$ cat config.mk
export PLATFORM = sky130hd
export DESIGN_NAME = rr_select_arbiter
export DESIGN_NICKNAME = d
export VERILOG_FILES = /design/src/rtl/rr_select_pkg.sv /design/src/rtl/rr_hold_slot.sv /design/src/rtl/rr_select_arbiter.sv
export SDC_FILE = /design/constraint.sdc
export NUM_CORES = 1
export LEC_CHECK = 0
export CELL_PAD_IN_SITES_DETAIL_PLACEMENT = 0
export CELL_PAD_IN_SITES_GLOBAL_PLACEMENT = 1
export CORE_UTILIZATION = 36
export CTS_CLUSTER_DIAMETER = 40
export CTS_CLUSTER_SIZE = 30
export DETAILED_ROUTE_END_ITERATION = 8
export PLACE_DENSITY = 0.93
export REMOVE_ABC_BUFFERS = 1
export SLEW_MARGIN = 20
export SYNTH_ARGS = -nofsm -noshare
export SYNTH_HDL_FRONTEND = slang
export SYNTH_SLANG_ARGS = --single-unit
$ cat constraint.sdc
create_clock -name i_clk -period 9.3 [get_ports i_clk]
set_clock_uncertainty 0.1 [all_clocks]
set_input_delay 1.86 -clock i_clk [delete_from_list [all_inputs] [get_ports i_clk]]
set_output_delay 1.86 -clock i_clk [all_outputs]
set_load 0.02 [all_outputs]
$ cat src/rtl/rr_select_pkg.sv
// Shared constants, FSM state type and the round-robin pick helper for rr_select_arbiter.
// Pure package: no latency or backpressure of its own.
package rr_select_pkg;

  localparam int NUM_CH = 4;
  localparam int SEL_W  = 2;

  typedef enum logic {
    IDLE  = 1'b0,
    GRANT = 1'b1
  } arb_state_t;

  // Returns {found, idx}: first full channel scanning last+1 .. last+4 (mod 4).
  // The scan runs from farthest to nearest so the nearest full channel wins.
  function automatic logic [SEL_W:0] rr_pick(input logic [NUM_CH-1:0] full,
                                             input logic [SEL_W-1:0]  last);
    logic [SEL_W:0]   res;
    logic [SEL_W-1:0] idx;
    res = '0;
    for (int k = NUM_CH; k >= 1; k--) begin
      idx = last + SEL_W'(k);
      if (full[idx]) res = {1'b1, idx};
    end
    return res;
  endfunction

endpackage

$ cat src/rtl/rr_hold_slot.sv
// One-word valid/ready holding register; captures on valid&ready, word visible the next cycle.
// Ready only when empty or being consumed this cycle; held low during reset.
module rr_hold_slot #(
  parameter int WIDTH = 16
) (
  input  logic             clk,
  input  logic             rst,
  input  logic             valid,
  input  logic             consume,
  input  logic [WIDTH-1:0] data,
  output logic             ready,
  output logic             full,
  output logic [WIDTH-1:0] held
);

  assign ready = !rst && (!full || consume);

  // A capture on the consume edge keeps the slot full with the new word.
  always_ff @(posedge clk or posedge rst) begin
    if (rst) begin
      full <= 1'b0;
      held <= '0;
    end else if (valid && ready) begin
      full <= 1'b1;
      held <= data;
    end else if (consume) begin
      full <= 1'b0;
    end
  end

endmodule

$ cat src/rtl/rr_select_arbiter.sv
// Four-channel buffered round-robin feeder for the registered 4:1 selector; grant one cycle after capture,
// each grant held DWELL cycles then one IDLE bubble. Channels backpressure while their slot is full and unconsumed.
module rr_select_arbiter
  import rr_select_pkg::*;
#(
  parameter int WIDTH = 16,
  parameter int DWELL = 1,
  parameter int CNT_W = 8
) (
  input  logic               i_clk,
  input  logic               i_rst,
  input  logic [NUM_CH-1:0]  i_valid,
  output logic [NUM_CH-1:0]  o_ready,
  input  logic [WIDTH-1:0]   i_data_0,
  input  logic [WIDTH-1:0]   i_data_1,
  input  logic [WIDTH-1:0]   i_data_2,
  input  logic [WIDTH-1:0]   i_data_3,
  output logic [SEL_W-1:0]   o_ctlr,
  output logic [WIDTH-1:0]   o_data_0,
  output logic [WIDTH-1:0]   o_data_1,
  output logic [WIDTH-1:0]   o_data_2,
  output logic [WIDTH-1:0]   o_data_3,
  output logic               o_sel_valid
);

  arb_state_t        state;
  logic [CNT_W-1:0]  cnt;
  logic [SEL_W-1:0]  last_grant;
  logic [NUM_CH-1:0] full;
  logic [NUM_CH-1:0] consume;
  logic [SEL_W:0]    pick;
  logic [WIDTH-1:0]  in_data   [NUM_CH];
  logic [WIDTH-1:0]  slot_data [NUM_CH];

  assign in_data[0] = i_data_0;
  assign in_data[1] = i_data_1;
  assign in_data[2] = i_data_2;
  assign in_data[3] = i_data_3;

  assign o_data_0 = slot_data[0];
  assign o_data_1 = slot_data[1];
  assign o_data_2 = slot_data[2];
  assign o_data_3 = slot_data[3];

  for (genvar n = 0; n < NUM_CH; n++) begin : g_slot
    rr_hold_slot #(
      .WIDTH (WIDTH)
    ) u_slot (
      .clk     (i_clk),
      .rst     (i_rst),
      .valid   (i_valid[n]),
      .consume (consume[n]),
      .data    (in_data[n]),
      .ready   (o_ready[n]),
      .full    (full[n]),
      .held    (slot_data[n])
    );
  end

  assign pick = rr_pick(full, last_grant);

  // Last dwell cycle of a grant frees the granted slot.
  always_comb begin
    consume = '0;
    if (state == GRANT && cnt == '0) consume[o_ctlr] = 1'b1;
  end

  always_ff @(posedge i_clk or posedge i_rst) begin
    if (i_rst) begin
      state       <= IDLE;
      cnt         <= '0;
      last_grant  <= SEL_W'(NUM_CH - 1);
      o_ctlr      <= '0;
      o_sel_valid <= 1'b0;
    end else begin
      case (state)
        IDLE: begin
          if (pick[SEL_W]) begin
            o_ctlr      <= pick[SEL_W-1:0];
            o_sel_valid <= 1'b1;
            cnt         <= CNT_W'(DWELL - 1);
            state       <= GRANT;
          end
        end
        GRANT: begin
          if (cnt != '0) begin
            cnt <= cnt - 1'b1;
          end else begin
            last_grant  <= o_ctlr;
            o_sel_valid <= 1'b0;
            state       <= IDLE;
          end
        end
        default: state <= IDLE;
      endcase
    end
  end

endmodule

# Word level (Yosys, flattened, before mapping)
# Index checks and enable logic that the tools add are counted.
[classes] n_addsub=4 n_bitwise=2 muxes=32 order_cmp=6 eq_ne=3 reduce_logical=29
[ops] cell="1-bit two-way mux" n=17
[ops] cell="8-bit two-way mux" n=2
[ops] cell="8-bit one-hot mux with 2 select lines" n=1
[ops] cell="2-bit by 3-bit < comparator with 1-bit output, second input constant" n=5
[ops] cell="3-bit two-way mux" n=4
[ops] cell="1-bit logical AND" n=10
[ops] cell="1-bit binary-select mux with 2-bit select" n=4
[ops] cell="8-bit zero test" n=1
[ops] cell="2-bit AND reduction" n=4
[ops] cell="2-bit nonzero test" n=4
[ops] cell="8-bit nonzero test" n=1
[ops] cell="8-bit by 1-bit subtractor with 8-bit output, second input constant" n=1
[ops] cell="1-bit zero test" n=5
[ops] cell="2-bit adder, second input constant" n=2
[ops] cell="1-bit logical OR" n=4
[ops] cell="4-bit two-way mux" n=1
[ops] cell="2-bit inequality test, second input constant" n=2
[ops] cell="1-bit one-hot mux with 2 select lines" n=2
[ops] cell="2-bit by 1-bit adder with 2-bit output, second input constant" n=1
[ops] cell="1-bit demux with 2-bit select" n=1
[ops] cell="2-bit by 1-bit greater-or-equal comparator with 1-bit output, second input constant" n=1
[ops] cell="2-bit by 1-bit inequality test with 1-bit output, second input constant" n=1
[ops] cell="1-bit NOT" n=2
[word_totals] in_bits=70 out_inout_bits=71 reg_bits=82 word_cells=89

# Logic depth before layout (Yosys ltp)
[logic_depth] ltp_word=9 mapped_depth=8 ltp_nobuf=6

# Modules after synthesis
# A second synthesis with hierarchy kept.
[hier_totals] cells_unflattened=239 area_unflattened_um2=3671.0
[modules_own_cells] module="rr_hold_slot" n_inst=4 area_per_inst_um2=724.4 seq_area_each_um2=425.4 cells_each=40
[modules_own_cells] module="rr_select_arbiter" n_inst=1 area_per_inst_um2=773.2 seq_area_each_um2=352.8 cells_each=79

# Least setup slack after synthesis
# Ideal clock, no wire load.
[synth_timing] path_kind="input port to output port" from="input i_rst" to="output o_ready[0]" required_time_ns=7.340 arrival_time_ns=4.586 n_path_buf=1 slack_ns=2.754 stages=3 cell_sequence="clkinv_1 and2_1 buf_4"
[synth_via] elab_chain_len=2
[synth_rtl] element="start, declared" line="rr_select_arbiter.sv:11" source="input logic i_rst,"
[synth_rtl] element="1-bit zero test (no source line)"
[synth_rtl] element="1-bit logical AND" line="rr_hold_slot.sv:16" source="assign ready = !rst && (!full || consume);"
[synth_rtl] element="end, declared" line="rr_select_arbiter.sv:13" source="output logic [NUM_CH-1:0] o_ready,"
# No other way between the ends.

# Worst setup path in the final report
# Ends and elaborated chain as after synthesis.

==> impl_metrics.yaml <==
status:
  status: "complete, no violations"
clock_network:
  clock_sinks: 82
  cts_buffer_depth: 2
  postCtsSetupBuffers: 0
  cts_buffers: 9
  post_cts_resized: 0
  htreeDepth: 3
  ctsHoldBuffers: 0
  clockRootBuffer: "clkbuf_8"
  clk_latency_ns: 0.34
  clkSlewWorstSetupHoldPaths_ns: 0.08
  tritoncts: "done"
grt:
  gr-total-overflow: 0
  grt_antenna_before_repair: 0
  grtUsageMet3_pct: 5.200
  grt_max_degree: 35
  met2_usage_pct: 27.51
  grt_pass1_vias: 2606
  grt_first_pass_wirelength_um: 12750
  grtUsageMet1_pct: 20.02
  track_usage_pct: 16.48
  busiest_layer: "met2"
min_path:
  hold_class: "flip-flop to flip-flop"
  min-delay-start: "o_sel_valid"
yosys:
  synth_top_family_by_area: "multiplexers"
  synth_ff_type: "dfrtp_1"
  async_flop_share_pct: 100.0
  synthMuxAreaShare_pct: 22.39
  synth_compound_area_share_pct: 6.710
  ys_ff_latch: 82
  yosys.area.top_type: "dfrtp_1"
  synth_top_area_share_pct: 58.35
  ys_seq_area_share_pct: 59.88
  ys.warnings.count: 0
  synth.distinct_cells: 42
  synth.most_common_cell: "dfrtp_1"
  synth-xor-area-share_pct: 0.2553
  synth_adder_area_share_pct: 0.3647
  netlist_top_cells_count: "dfrtp_1 (80), mux2_2 (54), nand2_1 (16)"
  synthesis.area_mm2: 0.003431
  synth_edf_count: 0
  syn_area_per_cell_um2: 14.12
  synthTopCellsByArea: "dfrtp_1 (58%), mux2_2 (18%), mux2_4 (4.4%)"
  synth-simple-area-share_pct: 7.841
  syn_inst: 243
cells_and_area:
  stdcell_area_mm2: 0.005196
  layout-drive-gt1-share_pct: 23.47
  area_delta_synth_final_pct: 51.46
  diodes: 0
  layout.nets: 458
  fillers: 761
critical_path:
  critPathLaunchType: "input pin"
  cp-startpoint: "i_rst"
  arrival_ns: 3.93
  rrSetupSlack_ns: 6.41
  crit_type: "input pin to output pin"
  path_cells: "clkdlybuf4s50_1 -> clkinv_2 -> buf_4 -> and2_1 -> clkdlybuf4s50_1"
  r2r_start: "cnt[0]"
  cp_max_fo: 34
  crit_path_top_delay_cell: "clkdlybuf4s50_1"
  max_stage_delay_ns: 0.53
  required_ns: 7.34
  endpoint_kind: "output pin"
  crit_top_cell: "clkdlybuf4s50_1"
timing:
  relSlewSlack_pct: 45.04
  tns_ns: 0
  hold_viol_final: 0
  timing.fmax_ghz: 0.1697
  finalWorstSetupSlack_ns: 3.406
  worst_slew_pin_slew_ns: 0.8244
  period_needed_ns: 5.894
  rsz0062_at_grt: "false"
  post-route-period-util_pct: 63.38
  drv_slew: 0
  setup_viol_count_final: 0
die:
  die_x_um: 99.62
  num_rows: 35
  start_util_pct: 37.13
  die_area_mm2: 0.009924
  ios: 141
  fp.dieH_um: 99.62
  core_area_mm2: 0.009240
pwr:
  p_leak_nw: 2.197
  ir_drop_mv: 0.1970
  power_density_mw_per_mm2: 347.6
drt:
  drtPass1Iterations: 4
  via_per_inst: 4.714
  wirelength_um: 7857
  drt_iter0_drc: 110
  dr_total_vias: 2456
  drt.antenna.violating_nets: 0
  post_drt_wl_per_cell_um: 15.08
  drc: 0
place:
  post-dp-hpwl_um: 5890
  numPortBuffers: 140
  pre_cts_ws_ns: 3.358
  placed_cell_area_mm2: 0.004945
  gp_congestion: 0.7775
flow_run:
  maxCapViolCount: 0
[metal layers]
layer	up-vias	wire length, um
met5	-	0
met4	0	103
met3	11	565
met2	85	3896
met1	1214	3291
li1	1146	-
[kinds of logic after synthesis]
family,count (synthesis)
flops,82
mux,65
simple gates,49
compound gates,30
buf+inv,15
xor+xnor,1
fa+ha+maj,1
[worst max-delay path, delay by kind of cell]
| kind | cells | cell delay [ns] |
|---|---|---|
| buffers and inverters | 4 | 1.84 |
| AND/OR/NAND/NOR | 1 | 0.21 |
[final cells by class]
class	instances	area, um2	area share (%)
tap	129	161.4	3.106
clock buffer	10	137.6	2.649
multi-input combinational	146	1289	24.80
timing repair buffer	142	1416	27.26
inverter	6	23.77	0.4575
sequential	82	2054	39.54
clock inverter	6	113.9	2.191
[through the flow]
| step | instances | power [mW] | utilization, % | hold WS, ns |
|---|---|---|---|---|
| 2_1_floorplan | 234 | 1.081 | - | 0.3666 |
| 3_3_place_gp | 505 | 1.482 | 53.51 | 0.3804 |
| 3_5_place_dp | 505 | 1.503 | 53.51 | 0.3829 |
| 4_1_cts | 521 | 1.825 | 56.24 | 0.4061 |
| 5_1_grt | 521 | 1.906 | 56.24 | 0.4215 |
| 6_report | 521 | 1.806 | 56.24 | 0.3988 |
[sequential cells by signal, indices dropped and copies added (netlist names)]
| signal | cells |
|---|---|
| state | 1 |
| o_ctlr | 2 |
| g_slot.u_slot.held | 64 |
| o_sel_valid | 1 |
| g_slot.u_slot.full | 4 |
| last_grant | 2 |
| cnt | 8 |
[where the power goes]
part | internal, mW | switching, mW | total (mW)
Clock | 0.186 | 0.128 | 0.315
Sequential | 0.522 | 0.105 | 0.627
Combinational | 0.465 | 0.400 | 0.865
Total | 1.17 | 0.633 | 1.81
[path summary, 6_finish.rpt]
path	cells after the start	to
worst max-delay path	5	o_ready[0]
worst min-delay path	1	o_sel_valid
worst max register to register	6	g_slot[2].u_slot.held[9]
worst min register to register	1	o_sel_valid
max in group asynchronous	3	last_grant[0]
min in group asynchronous	2	g_slot[1].u_slot.held[2]
[layout by cell type, fill, tap and decap left out, drive strengths merged, types with 2 or more instances in the layout]
master,count
a21oi,5
dfstp,2
clkdlybuf4s50,140
nand3,7
dfrtp,80
nand2,16
and2,4
clkinv,2
nand2b,2
o31ai,4
nor2b,3
nor2,9
o21ai,10
clkinvlp,2
buf,2
nor3,2
inv,5
bufinv,3
mux2,64
clkbuf,10
o22ai,2
(Power assumes the default switching activity.)
